<file path="src/rtl/cpu_mem_arbiter_pkg.sv">
// Shared types for the two-master memory arbiter:
// access size, arbiter state and latched command.
package pkg_cpu;

  typedef enum logic [1:0] {
    SZ_8  = 2'd0,
    SZ_16 = 2'd1,
    SZ_32 = 2'd2
  } ReqDataSz;

  typedef enum logic [1:0] {
    ST_IDLE,
    ST_BUSY,
    ST_RESP
  } arb_state_t;

  typedef struct packed {
    logic        we;
    logic [31:0] addr;
    ReqDataSz    size;
    logic [31:0] wdata;
  } mem_cmd_t;

  function automatic logic misaligned(
    input ReqDataSz    sz,
    input logic [31:0] a
  );
    return (sz == SZ_16 && a[0]) ||
           (sz == SZ_32 && a[1:0] != 2'b00);
  endfunction

endpackage

</file>
<file path="src/rtl/cpu_mem_arbiter_if.sv">
// Bundle of the two requester ports and the shared
// memory port; master is the arbiter side.
interface cpu_mem_arbiter_if;
  import pkg_cpu::*;

  logic        p0_req;
  logic        p0_we;
  logic [31:0] p0_addr;
  ReqDataSz    p0_size;
  logic [31:0] p0_wdata;
  logic        p0_done;
  logic        p0_err;
  logic [31:0] p0_rdata;

  logic        p1_req;
  logic        p1_we;
  logic [31:0] p1_addr;
  ReqDataSz    p1_size;
  logic [31:0] p1_wdata;
  logic        p1_done;
  logic        p1_err;
  logic [31:0] p1_rdata;

  logic        cpu_enable;

  logic        mem_req;
  logic        mem_we;
  logic [31:0] mem_addr;
  ReqDataSz    mem_size;
  logic [31:0] mem_wdata;
  logic        mem_ack;
  logic [31:0] mem_rdata;

  modport master (
    input  p0_req, p0_we, p0_addr, p0_size, p0_wdata,
    output p0_done, p0_err, p0_rdata,
    input  p1_req, p1_we, p1_addr, p1_size, p1_wdata,
    output p1_done, p1_err, p1_rdata,
    output cpu_enable,
    output mem_req, mem_we, mem_addr, mem_size, mem_wdata,
    input  mem_ack, mem_rdata
  );

  modport slave (
    output p0_req, p0_we, p0_addr, p0_size, p0_wdata,
    input  p0_done, p0_err, p0_rdata,
    output p1_req, p1_we, p1_addr, p1_size, p1_wdata,
    input  p1_done, p1_err, p1_rdata,
    input  cpu_enable,
    input  mem_req, mem_we, mem_addr, mem_size, mem_wdata,
    output mem_ack, mem_rdata
  );

endinterface

</file>
<file path="src/rtl/cpu_mem_arbiter_rr_arbiter2.sv">
// Two-way round-robin selector: on a tie the port
// that was not granted last wins.
module rr_arbiter2 (
  input  logic [1:0] req,
  input  logic       last_grant,
  output logic [1:0] grant
);

  always_comb begin
    grant = req;
    if (req == 2'b11)
      grant = last_grant ? 2'b01 : 2'b10;
  end

endmodule

</file>
<file path="src/rtl/cpu_mem_arbiter.sv">
// Arbitrates CPU (port 0) and aux master (port 1)
// onto one memory port with alignment and timeout.
module cpu_mem_arbiter
  import pkg_cpu::*;
#(
  parameter int TIMEOUT = 255
) (
  input logic         clk,
  input logic         rst_n,
  cpu_mem_arbiter_if.master bus
);

  localparam logic [7:0] TMAX = 8'(TIMEOUT - 1);

  arb_state_t  state;
  logic        last_grant;
  logic        owner;
  logic [7:0]  cnt;
  mem_cmd_t    cmd;
  mem_cmd_t    win_cmd;
  logic [1:0]  req;
  logic [1:0]  grant;
  logic        win;
  logic        mem_req_q;
  logic [1:0]  done_q;
  logic [1:0]  err_q;
  logic [31:0] rdata_q [2];

  assign req = {bus.p1_req, bus.p0_req};
  assign win = grant[1];

  rr_arbiter2 u_rr (
    .req        (req),
    .last_grant (last_grant),
    .grant      (grant)
  );

  always_comb begin
    win_cmd = '{we: bus.p0_we, addr: bus.p0_addr,
                size: bus.p0_size, wdata: bus.p0_wdata};
    if (win)
      win_cmd = '{we: bus.p1_we, addr: bus.p1_addr,
                  size: bus.p1_size, wdata: bus.p1_wdata};
  end

  always_ff @(posedge clk or negedge rst_n) begin
    if (!rst_n) begin
      state      <= ST_IDLE;
      last_grant <= 1'b1;
      owner      <= 1'b0;
      cnt        <= '0;
      cmd        <= '0;
      mem_req_q  <= 1'b0;
      done_q     <= '0;
      err_q      <= '0;
      rdata_q[0] <= '0;
      rdata_q[1] <= '0;
    end else begin
      done_q <= '0;
      unique case (state)
        ST_IDLE: begin
          if (|req) begin
            owner <= win;
            cmd   <= win_cmd;
            cnt   <= '0;
            // bad alignment completes without touching memory
            if (misaligned(win_cmd.size, win_cmd.addr)) begin
              state        <= ST_RESP;
              done_q[win]  <= 1'b1;
              err_q[win]   <= 1'b1;
              rdata_q[win] <= '0;
            end else begin
              state     <= ST_BUSY;
              mem_req_q <= 1'b1;
            end
          end
        end
        ST_BUSY: begin
          // ack takes priority over a same-cycle timeout
          if (bus.mem_ack || cnt == TMAX) begin
            state          <= ST_RESP;
            mem_req_q      <= 1'b0;
            done_q[owner]  <= 1'b1;
            err_q[owner]   <= !bus.mem_ack;
            rdata_q[owner] <= (bus.mem_ack && !cmd.we) ?
                              bus.mem_rdata : '0;
          end else begin
            cnt <= cnt + 8'd1;
          end
        end
        ST_RESP: begin
          last_grant <= owner;
          state      <= ST_IDLE;
        end
        default: state <= ST_IDLE;
      endcase
    end
  end

  assign bus.p0_done  = done_q[0];
  assign bus.p1_done  = done_q[1];
  assign bus.p0_err   = err_q[0];
  assign bus.p1_err   = err_q[1];
  assign bus.p0_rdata = rdata_q[0];
  assign bus.p1_rdata = rdata_q[1];

  assign bus.cpu_enable = !(bus.p0_req && !done_q[0]);

  assign bus.mem_req   = mem_req_q;
  assign bus.mem_we    = cmd.we;
  assign bus.mem_addr  = cmd.addr;
  assign bus.mem_size  = cmd.size;
  assign bus.mem_wdata = cmd.wdata;

endmodule

</file>
<file path="src/flat_wrapper.sv">
// flat-port wrapper written by rule: the top's interface ports become plain ports
module cpu_mem_arbiter_flat import pkg_cpu::*;
#(
  parameter int TIMEOUT = 255
)
  (clk, rst_n, bus_p0_req, bus_p0_we, bus_p0_addr, bus_p0_size, bus_p0_wdata, bus_p0_done, bus_p0_err, bus_p0_rdata, bus_p1_req, bus_p1_we, bus_p1_addr, bus_p1_size, bus_p1_wdata, bus_p1_done, bus_p1_err, bus_p1_rdata, bus_cpu_enable, bus_mem_req, bus_mem_we, bus_mem_addr, bus_mem_size, bus_mem_wdata, bus_mem_ack, bus_mem_rdata);
  cpu_mem_arbiter_if bus_i ();
  input logic clk;
  input logic rst_n;
  input wire logic [$bits(bus_i.p0_req)-1:0] bus_p0_req;
  input wire logic [$bits(bus_i.p0_we)-1:0] bus_p0_we;
  input wire logic [$bits(bus_i.p0_addr)-1:0] bus_p0_addr;
  input wire logic [$bits(bus_i.p0_size)-1:0] bus_p0_size;
  input wire logic [$bits(bus_i.p0_wdata)-1:0] bus_p0_wdata;
  output wire logic [$bits(bus_i.p0_done)-1:0] bus_p0_done;
  output wire logic [$bits(bus_i.p0_err)-1:0] bus_p0_err;
  output wire logic [$bits(bus_i.p0_rdata)-1:0] bus_p0_rdata;
  input wire logic [$bits(bus_i.p1_req)-1:0] bus_p1_req;
  input wire logic [$bits(bus_i.p1_we)-1:0] bus_p1_we;
  input wire logic [$bits(bus_i.p1_addr)-1:0] bus_p1_addr;
  input wire logic [$bits(bus_i.p1_size)-1:0] bus_p1_size;
  input wire logic [$bits(bus_i.p1_wdata)-1:0] bus_p1_wdata;
  output wire logic [$bits(bus_i.p1_done)-1:0] bus_p1_done;
  output wire logic [$bits(bus_i.p1_err)-1:0] bus_p1_err;
  output wire logic [$bits(bus_i.p1_rdata)-1:0] bus_p1_rdata;
  output wire logic [$bits(bus_i.cpu_enable)-1:0] bus_cpu_enable;
  output wire logic [$bits(bus_i.mem_req)-1:0] bus_mem_req;
  output wire logic [$bits(bus_i.mem_we)-1:0] bus_mem_we;
  output wire logic [$bits(bus_i.mem_addr)-1:0] bus_mem_addr;
  output wire logic [$bits(bus_i.mem_size)-1:0] bus_mem_size;
  output wire logic [$bits(bus_i.mem_wdata)-1:0] bus_mem_wdata;
  input wire logic [$bits(bus_i.mem_ack)-1:0] bus_mem_ack;
  input wire logic [$bits(bus_i.mem_rdata)-1:0] bus_mem_rdata;
  assign bus_i.p0_req = bus_p0_req;
  assign bus_i.p0_we = bus_p0_we;
  assign bus_i.p0_addr = bus_p0_addr;
  assign bus_i.p0_size = bus_p0_size;
  assign bus_i.p0_wdata = bus_p0_wdata;
  assign bus_p0_done = bus_i.p0_done;
  assign bus_p0_err = bus_i.p0_err;
  assign bus_p0_rdata = bus_i.p0_rdata;
  assign bus_i.p1_req = bus_p1_req;
  assign bus_i.p1_we = bus_p1_we;
  assign bus_i.p1_addr = bus_p1_addr;
  assign bus_i.p1_size = bus_p1_size;
  assign bus_i.p1_wdata = bus_p1_wdata;
  assign bus_p1_done = bus_i.p1_done;
  assign bus_p1_err = bus_i.p1_err;
  assign bus_p1_rdata = bus_i.p1_rdata;
  assign bus_cpu_enable = bus_i.cpu_enable;
  assign bus_mem_req = bus_i.mem_req;
  assign bus_mem_we = bus_i.mem_we;
  assign bus_mem_addr = bus_i.mem_addr;
  assign bus_mem_size = bus_i.mem_size;
  assign bus_mem_wdata = bus_i.mem_wdata;
  assign bus_i.mem_ack = bus_mem_ack;
  assign bus_i.mem_rdata = bus_mem_rdata;
  cpu_mem_arbiter #(.TIMEOUT(TIMEOUT)) u_core (.clk(clk), .rst_n(rst_n), .bus(bus_i));
endmodule
</file>
<file path="config.mk">
export PLATFORM = sky130hd
export DESIGN_NAME = cpu_mem_arbiter_flat
export DESIGN_NICKNAME = d
export VERILOG_FILES = /design/src/rtl/cpu_mem_arbiter_pkg.sv /design/src/rtl/cpu_mem_arbiter_if.sv /design/src/rtl/cpu_mem_arbiter_rr_arbiter2.sv /design/src/rtl/cpu_mem_arbiter.sv /design/src/flat_wrapper.sv
export SDC_FILE = /design/constraint.sdc
export NUM_CORES = 1
export LEC_CHECK = 0
export CAP_MARGIN = 20
export CORE_MARGIN = 8
export CORE_UTILIZATION = 40
export DETAILED_ROUTE_END_ITERATION = 16
export GPL_ROUTABILITY_DRIVEN = 0
export GPL_TIMING_DRIVEN = 0
export MAX_ROUTING_LAYER = met4
export PLACE_DENSITY = 0.8
export SLEW_MARGIN = 20
export SYNTH_ARGS = -nofsm -noshare
export SYNTH_HDL_FRONTEND = slang
export SYNTH_SLANG_ARGS = --single-unit
</file>
<file path="constraint.sdc">
create_clock -name clk -period 1.95 [get_ports clk]
set_input_delay 0.4875 -clock clk [delete_from_list [all_inputs] [get_ports clk]]
set_output_delay 0.4875 -clock clk [all_outputs]
set_load 0.02 [all_outputs]
</file>
==> out/qor.csv, run 1 <==
stage;metric;value;unit
floorplanning;coreArea;15030;sq um
power_and_ir_drop;clockPowerShare;0.181;
synth;yosysTopAreaCellShare;0.6030;
cells_and_area;final_nets;1054;
synth;syn_inst;542;
synth;synth_ff_type;dfrtp_1;
power_and_ir_drop;seqPwrFrac;0.315;
cells_and_area;stdcell_area;10310;sq um
place;io_buffers;307;
power_and_ir_drop;power_frac_comb;0.503;
detailed_routing;drtAntennaViolNets;0;
worst_setup_path;arrival;1.43;ns
synth;synth-seq-cells;148;
floorplanning;die_y;139.5;um
sta;fin_crit_sh;0.9808;
synth;synth_compound_area_frac;0.2211;
worst_setup_path;path_buf_inv;1;
power_and_ir_drop;p_int;10.19;mW
synth;synth_edf_count;0;
place;placed_area;9442;sq um
synth;synthSimpleGateAreaFrac;0.07978;
global_route;track_usage;0.2480;
cells_and_area;drive_gt1_frac;0.1163;
sta;setup_ws;0.03744;ns
power_and_ir_drop;swShare;0.4012;
floorplanning;start_util;0.4058;
global_route;grt_pass1_vias;6490;
synth;seq_area_frac_synth;0.6073;
synth;synth_area;6101;sq um
floorplanning;dieArea;19460;sq um
detailed_routing;dr.pass1.iters;8;
clock_tree;clk-insertion-delay-late;0.42;ns
worst_setup_path;crit_type;reg -> out;
sta;finClkSkew;0.007801;ns
cells_and_area;area_growth;68.99;%
sta;relSlewSlack;0.5915;
worst_setup_path;cp-end-kind;output pin;
clock_tree;htreeDepth;4;
sta;worst_pin_slew;0.6101;ns
synth;synth-adder-area-share;0.004102;
worst_setup_path;cp_slowest_stage_delay;0.64;ns
place;dp_slack;-0.9306;ns
power_and_ir_drop;p_per_area;1650;nW/um^2
cells_and_area;fin_cells;1086;
detailed_routing;vias;6108;
global_route;grt_pass1_wl;36560;um
clock_tree;cts_max_path_buffers;2;
worst_setup_path;rr_startpoint;u_core.cnt[0];
worst_setup_path;cp_top_family;buffers and inverters;
power_and_ir_drop;p_leak;4.856;nW
synth;avgSynthCellArea;11.26;sq um
floorplanning;rows;45;
synth;synthArstFlopShare;1.000;
clock_tree;cts-buffers-inserted;17;
flow_run;cap_violations;0;
worst_setup_path;crit_chain;clkdlybuf4s50_1;
clock_tree;cts_sinks;148;
power_and_ir_drop;power.total;17.01;mW
sta;maxSlewViolCount;0;
synth;syn_nets;715;
power_and_ir_drop;p_switching;6.825;mW
worst_setup_path;critical_path.slowest_cell;clkdlybuf4s50_1;
synth;synth_xor_area_frac;0.007178;
global_route;overflow;0;
detailed_routing;wirelength;23600;um
synth;synthMuxAreaShare;0.006973;
worst_setup_path;crit_start;u_core.bus.p0_rdata[21];
outcome;status;finished clean;
cells_and_area;utilization;0.6858;
clock_tree;clkTransAtPathRegs;0.06;ns
sta;max_freq;522.9;MHz
global_route;grt_max_degree;86;
synth;ys_top_cells_by_area;dfrtp_1 (60%), a222oi_1 (10%), a32o_1 (5.3%), inv_1 (4.4%), nand3_1 (3.2%);
detailed_routing;post_drt_wl_per_cell;21.73;um
synth;synth.distinct_cells;40;
worst_setup_path;cp-start-kind;flop;
detailed_routing;drt_iter0_markers;647;
min_path;hp-class;in -> async;
synth;yosys.area.top_type;dfrtp_1;
global_route;antenna_found_initial;4;
synth;ys_warn_count;0;
clock_tree;cts_tree;yes;
clock_tree;clock-root-buffer;clkbuf_16;
floorplanning;dieWidth;139.5;um
synth;synth_top_family_by_area;compound AO/OA/AOI/OAI gates;
place;dp_hpwl;17660;um
worst_setup_path;path_max_fanout;2;
sta;holdWs;0.005596;ns
floorplanning;boundaryPins;308;
detailed_routing;avgViaCountPerCell;5.624;
sta;period_minus_slack;1.913;ns
worst_setup_path;worstPathRequired;1.46;ns
clock_tree;cts-hold-fix-buffers;0;
sta;finalSetupTns;0;ns
detailed_routing;drc_errors;0;
power_and_ir_drop;peakVddDrop;0.8321;mV
sta;setup_viol;0;
place;dp_cells;1038;
sta;hold_viol_final;0;
[cells by family (layout without fill, tap and decap cells)]
| family | Yosys count | in the layout |
|---|---|---|
| compound gates | 163 | 163 |
| other cells | 0 | 4 |
| xor+xnor | 5 | 5 |
| buf+inv | 116 | 468 |
| mux | 4 | 4 |
| flops | 148 | 148 |
| fa+ha+maj | 2 | 2 |
| simple gates | 104 | 104 |
[synthesized netlist by cell type (3+ instances only)]
master	n
o211ai_1	3
buf_1	7
o21ai_1	14
buf_2	10
nand3_1	39
o21ai_0	31
nor3_1	5
nand2b_1	3
dfrtp_1	147
nand2_1	41
xnor2_1	4
a222oi_1	63
inv_1	71
a21oi_1	4
nor2_1	10
a32o_1	32
clkbuf_1	27
o31ai_1	3
[timing repair]
item	CTS	global route
buffers inserted	8	5
resized for setup	38	53
endpoints found under the setup margin	140	149
pin swaps	1	4
[state kept, by name, summed over array words and instances (netlist names)]
signal and flops:
u_core.bus.mem_addr 32, u_core.bus.mem_req 1, u_core.bus.mem_size 2, u_core.bus.mem_wdata 32
u_core.bus.mem_we 1, u_core.bus.p0_rdata 32, u_core.bus.p1_rdata 32, u_core.cnt 8
u_core.done_q 2, u_core.err_q 2, u_core.last_grant 1, u_core.owner 1
u_core.state 2
[placed cells by master (no fill, tap or decap), drive strengths merged, types with 10 or more instances in the layout]
master	count
clkdlybuf4s50	276
dfrtp	147
inv	77
a222oi	63
o21ai	45
nand2	41
clkbuf	40
nand3	39
buf	37
a32o	32
dlymetal6s2s	23
nor2	10
[final timing paths]
check	to	slack (ns)	depth (start not counted)
setup / recovery	bus_p0_rdata[21]	0.04	1
hold / removal	u_core.bus.mem_addr[1]	0.006	1
setup reg to reg	u_core.bus.p0_rdata[8]	0.05	9
hold reg to reg	u_core.bus.mem_size[1]	0.48	2
max in group asynchronous	u_core.bus.mem_addr[24]	1.17	2
min in group clk	u_core.bus.mem_size[0]	0.45	3
[metal layers]
| layer | GRT usage | share of wire |
|---|---|---|
| met4 | 0.1092 | 0.033 |
| met2 | 0.3940 | 0.48 |
| met3 | 0.09029 | 0.095 |
| met5 | - | 0 |
| met1 | 0.2772 | 0.39 |
[cell type report]
cell class	instances	area (sq um)
Inverter	71	266.5
Timing Repair Buffer	321	3278
Buffer	44	231.5
Fill cell	1104	4723
Clock inverter	14	117.6
Clock buffer	18	439.2
Antenna cell	4	10.01
Tap cell	188	235.2
Sequential cell	148	3705
Multi-Input combinational cell	278	2027
[power by group through the flow]
stage	logic, mW	registers [mW]	clock network [mW]
after floorplan	2.45	6.98	0
after global placement	8.25	5.34	0
after detailed placement	8.41	5.38	0
after CTS	8.56	5.36	3.13
after global routing	9.13	5.52	3.28
final	8.56	5.36	3.09
Power figures use the tool's default switching activity.
==> run 2, diff against run 1 <==
--- a/config.mk
+++ b/config.mk
@@ -12,7 +12,7 @@
 export GPL_ROUTABILITY_DRIVEN = 0
 export GPL_TIMING_DRIVEN = 0
 export MAX_ROUTING_LAYER = met4
-export PLACE_DENSITY = 0.8
+export PLACE_DENSITY = 0.9
 export SLEW_MARGIN = 20
 export SYNTH_ARGS = -nofsm -noshare
 export SYNTH_HDL_FRONTEND = slang
==> out/qor.csv, run 2 (synthesis gave the netlist of run 1 again) <==
stage;metric;value;unit;change
power_and_ir_drop;swShare;0.4026;;+0.001451
sta;worst_pin_slew;0.7100;ns;+0.09993 ns
sta;relSlewSlack;0.5267;;-0.06483
clock_tree;cts_tree;yes;;
worst_setup_path;cp_top_family;compound AO/OA/AOI/OAI gates;;
cells_and_area;register_area;3706;sq um;about the same
sta;hold_viol_final;0;;unchanged
sta;rsz0062_at_grt;true;;
detailed_routing;drtAntennaViolNets;0;;unchanged
sta;finalSetupTns;0;ns;unchanged
floorplanning;rows;45;;unchanged
place;dp_hpwl;18420;um;+4.3%
cells_and_area;multi_input_area;1997;sq um;-1.5%
power_and_ir_drop;p_switching;6.853;mW;+0.41%
clock_tree;clock-root-buffer;clkbuf_16;;
power_and_ir_drop;p_leak;4.769;nW;-1.8%
floorplanning;coreArea;15030;sq um;unchanged
clock_tree;cts-buffers-inserted;17;;unchanged
power_and_ir_drop;p_per_area;1657;nW/um^2;+0.40%
cells_and_area;fill_cells;1058;;-4.2%
cells_and_area;stdcell_area;10270;sq um;-0.35%
cells_and_area;utilization;0.6834;;-0.002413
sta;setup_viol;0;;unchanged
worst_setup_path;path_max_fanout;4;;+2
clock_tree;htreeDepth;4;;unchanged
worst_setup_path;cp_slowest_stage_delay;0.57;ns;-0.07 ns
clock_tree;cts_max_path_buffers;2;;unchanged
worst_setup_path;path_buf_inv;1;;unchanged
outcome;status;finished clean;;
power_and_ir_drop;clockPowerShare;0.181;;about the same
worst_setup_path;arrival;2.23;ns;+0.80 ns
floorplanning;die_y;139.5;um;unchanged
floorplanning;boundaryPins;308;;unchanged
detailed_routing;post_drt_wl_per_cell;22.33;um;+2.8%
sta;holdWs;0.04770;ns;+0.04211 ns
detailed_routing;avgViaCountPerCell;5.595;;-0.52%
sta;setup_ws;0.02359;ns;-0.01385 ns
place;dp_slack;-0.7099;ns;+0.2207 ns
global_route;grt_max_degree;91;;+5.8%
cells_and_area;drive_gt1_frac;0.1085;;-0.007830
sta;maxSlewViolCount;0;;unchanged
place;placed_area;9442;sq um;unchanged
detailed_routing;wirelength;24320;um;+3.1%
power_and_ir_drop;seqPwrFrac;0.317;;+0.002
detailed_routing;vias;6093;;-0.25%
cells_and_area;area_growth;68.40;%;
place;io_buffers;307;;unchanged
sta;fin_crit_sh;0.9879;;+0.007101
global_route;grt_pass1_vias;6586;;+1.5%
clock_tree;clkTransAtPathRegs;0.06;ns;about the same
min_path;hp-class;in -> async;;
sta;max_freq;519.1;MHz;-0.72%
worst_setup_path;crit_chain;a21boi_4 > buf_4 > o311a_1 > a211oi_1 > mux2_2;;
sta;finClkSkew;0.006505;ns;-0.001296 ns
detailed_routing;dr.pass1.iters;10;;+2
sta;period_minus_slack;1.926;ns;+0.01385 ns
cells_and_area;final_common_cell;clkdlybuf4s50_1;;
cells_and_area;final_nets;1054;;unchanged
flow_run;cap_violations;0;;unchanged
floorplanning;dieWidth;139.5;um;unchanged
power_and_ir_drop;peakVddDrop;1.042;mV;+25%
detailed_routing;drc_errors;0;;unchanged
worst_setup_path;cp-end-kind;flop;;
worst_setup_path;worstPathRequired;2.26;ns;+0.80 ns
clock_tree;cts_sinks;148;;unchanged
clock_tree;clk-insertion-delay-late;0.42;ns;about the same
detailed_routing;drt_iter0_markers;626;;-3.2%
global_route;track_usage;0.2527;;+0.004680
power_and_ir_drop;p_int;10.17;mW;-0.20%
global_route;grt_pass1_wl;37030;um;+1.3%
worst_setup_path;cp-start-kind;flop;;
global_route;antenna_found_initial;7;;+3
cells_and_area;final_cell_mix;clkdlybuf4s50_1 (283), dfrtp_1 (146), inv_1 (71);;
worst_setup_path;crit_type;reg -> reg;;
power_and_ir_drop;power_frac_comb;0.503;;about the same
global_route;overflow;0;;unchanged
floorplanning;dieArea;19460;sq um;unchanged
worst_setup_path;critical_path.slowest_cell;dfstp_2;;
floorplanning;start_util;0.4058;;unchanged
-- run 2: what timing repair did --
| item | 4_1_cts | 5_1_grt |
|---|---|---|
| setup buffers | 8 | 5 |
| pin swaps | 3 | 5 |
| hold buffers | 0 | 0 |
| resized for setup | 35 | 39 |
| setup endpoints to repair | 139 | 139 |
-- run 2: final timing paths --
check | slack (ns) | cells past startpoint | to | startpoint
max reg2reg | 0.02 | 5 | u_core.err_q[0] | u_core.last_grant
min reg2reg | 0.48 | 2 | u_core.bus.mem_addr[1] | u_core.bus.mem_addr[1]
min | 0.05 | 1 | u_core.bus.p0_rdata[25] | rst_n
min in group clk | 0.46 | 3 | u_core.bus.mem_size[0] | bus_p1_size[0]
max | 0.02 | 5 | u_core.err_q[0] | u_core.last_grant
max in group asynchronous | 1.12 | 2 | u_core.last_grant | rst_n
-- run 2: layout make-up --
class | count | share of cell area
sequential | 148 | 0.3607
timing repair buffer | 321 | 0.3176
multi-input combinational | 278 | 0.1944
clock buffer | 17 | 0.04141
inverter | 71 | 0.02594
buffer | 44 | 0.02326
tap | 188 | 0.02290
clock inverter | 15 | 0.01206
antenna | 7 | 0.001705
-- run 2: power by group through the flow --
stage / clock, mW / combinational [mW] / sequential [mW]
after floorplan: 0 / 2.45 / 6.98
after global placement: 0 / 8.20 / 5.33
after detailed placement: 0 / 8.38 / 5.41
after CTS: 3.12 / 8.52 / 5.38
after global routing: 3.24 / 9.13 / 5.54
final: 3.07 / 8.56 / 5.39
-- run 2: metal layers --
layer | global-route usage | routed length [um]
met5 | - | 0
met4 | 0.1057 | 474
met3 | 0.08960 | 2274
met2 | 0.4201 | 12320
met1 | 0.2704 | 9253
-- run 2: stage by stage --
step	power, mW	std cells
3_3_place_gp	13.53	1037
2_1_floorplan	9.438	542
6_report	17.02	1089
4_1_cts	17.02	1077
5_1_grt	17.91	1089
3_5_place_dp	13.79	1038
==> patch, RTL diff (flow settings as in run 1) <==
Register the output `bus.p1_err`; this adds one clock of latency there.
--- a/src/rtl/cpu_mem_arbiter.sv
+++ b/src/rtl/cpu_mem_arbiter.sv
@@ -102,3 +102,5 @@
   assign bus.p0_err   = err_q[0];
-  assign bus.p1_err   = err_q[1];
+  always_ff @(posedge clk) begin
+    bus.p1_err <= err_q[1];
+  end
   assign bus.p0_rdata = rdata_q[0];
Check against the original RTL: not equivalent (Yosys sat finds a counterexample within 4 cycles, from zero or initial values and one cycle with rst_n low).
==> patch against run 1 <==
Clock skew rose by 0.0011 ns; via count down 2.0%; sequential power up 0.7%; total power grew 1.9%; design area about the same; sequential share of layout area up 0.19 points; global-route usage down 0.73 points; sequential cell count is 1 higher; worst setup slack worse by 0.0027 ns; area after synthesis up 0.33%; routed wire length is 3.3% lower; critical path type unchanged.
==> patch: results (changes against run 1) <==
gr usage total 24.1% (-0.73 points); register area share after synthesis 60.9% (+0.13 points); first-pass GRT wire length 35800 µm (-2.1%); largest net degree at the start of global routing 78 (-9.3%); CTS root buf clkbuf_16; maximum VDD drop 0.000838 V (+0.68%); DRT iter0 DRCs 485 (-25%); post-DP HPWL 17300 µm (-2.2%); Design Power 0.0173 W (+1.9%); Post-CTS Setup Inserts 10 (+2); Worst Hold Class in2async; setup slack, reg-to-reg 0.09 ns (+0.04 ns); Worst-Skew Late Latency 0.42 ns (about the same); Worst EP arrival 1.43 ns (about the same); CTS-repair resized insts 40 (+5.3%); static leakage 4.76 nW (-1.9%); clk pwr 0.00345 W (+12%); combinational share of power 49.0% (-1.3 points); Layout Nets 1053 (-0.095%); max incr delay on CP 0.64 ns (about the same); vias in the first global route 6447 (-0.66%); switching power share of the total 38.7% (-1.4 points); main area contributors after synthesis dfrtp_1 (60%), a222oi_1 (10%), a32o_1 (5.2%), inv_1 (4.4%), nand3_1 (3.2%); crit path max-delay cell type clkdlybuf4s50_1; H-tree levels 4 (unchanged); placed cell areas 0.00946 mm² (+0.21%); clk buf depth 2 (unchanged); reg2reg end u_core.err_q[0]$_DFFE_PN0P_; Worst Reg-to-Reg Cells 7 (-2); share of post-route cells with drive strength above 1 11.0% (-0.66 points); via count 5983 (-2.0%); worst slack, placed -0.994 ns (-0.0636 ns); Worst-Margin Slew 0.587 ns (-0.0233 ns); Yosys Warn Count 0 (unchanged); final wirelength 22800 µm (-3.3%); TritonRoute pass-1 iters 10 (+2); Layout Skew 0.00889 ns (+0.00109 ns); top fanout value on the critical path 2 (unchanged); antenna violations before repair 1 (-3); Top Family by Delay on Critical Path buffers and inverters; Net Count, Synth 716 (+0.14%); Async S/R FF share, synth 99.3% (-0.67 points); Synth cell types 41 (+2.5%); final hold slack 0.0476 ns (+0.0420 ns); status finished, final reports clean
patch: worst max path at each step:
stage	start	endpoint	slack [ns]
2_1_floorplan	bus_p1_req	u_core.err_q[0]$_DFFE_PN0P_	0.16
3_3_place_gp	rst_n	u_core.bus.mem_addr[19]$_DFFE_PN0P_	-5.66
3_5_place_dp	bus_p0_req	u_core.cnt[4]$_DFFE_PN0P_	-0.99
4_1_cts	u_core.err_q[0]$_DFFE_PN0P_	bus_p0_err	0.0008
5_1_grt	bus_p1_size[0]	u_core.bus.p0_rdata[21]$_DFFE_PN0P_	-0.04
6_report	u_core.bus.p0_rdata[6]$_DFFE_PN0P_	bus_p0_rdata[6]	0.03
patch: area by class of cell:
class	instances	area (µm²)
well taps	188	235
repair buffers	320	3230
inverters	71	267
diodes	1	2.50
flip-flops and latches	149	3720
clock buffers	19	453
fillers	1165	4780
plain buffers	43	228
clock inverters	13	170
multi-input cells	278	2000
patch: per-stage QoR:
| step | cells | util (%) |
|---|---|---|
| final | 1082 | 68.3 |
| after global routing | 1082 | 68.3 |
| after detailed placement | 1039 | 62.7 |
| after global placement | 1038 | 62.5 |
| after floorplan | 543 | - |
| after CTS | 1079 | 67.9 |
patch: per-layer routing:
| metal | vias to the layer above | GRT usage [%] | wire length (µm) |
|---|---|---|---|
| li1 | 2714 | - | - |
| met1 | 2953 | 25.6 | 8610 |
| met2 | 281 | 40.5 | 11500 |
| met3 | 35 | 9.20 | 2170 |
| met4 | 0 | 8.23 | 506 |
| met5 | - | - | 0 |
patch: cells by family after synthesis:
kind of cell             Yosys count  share of synthesized area, %
AO/OA/AOI/OAI                    163                          22.0
flip-flops                       149                          60.9
buffers and inverters            116                          7.34
AND/OR/NAND/NOR                  104                          7.95
XOR/XNOR                           5                         0.715
multiplexers                       4                         0.695
adder cells (fa/ha/maj)            2                         0.409
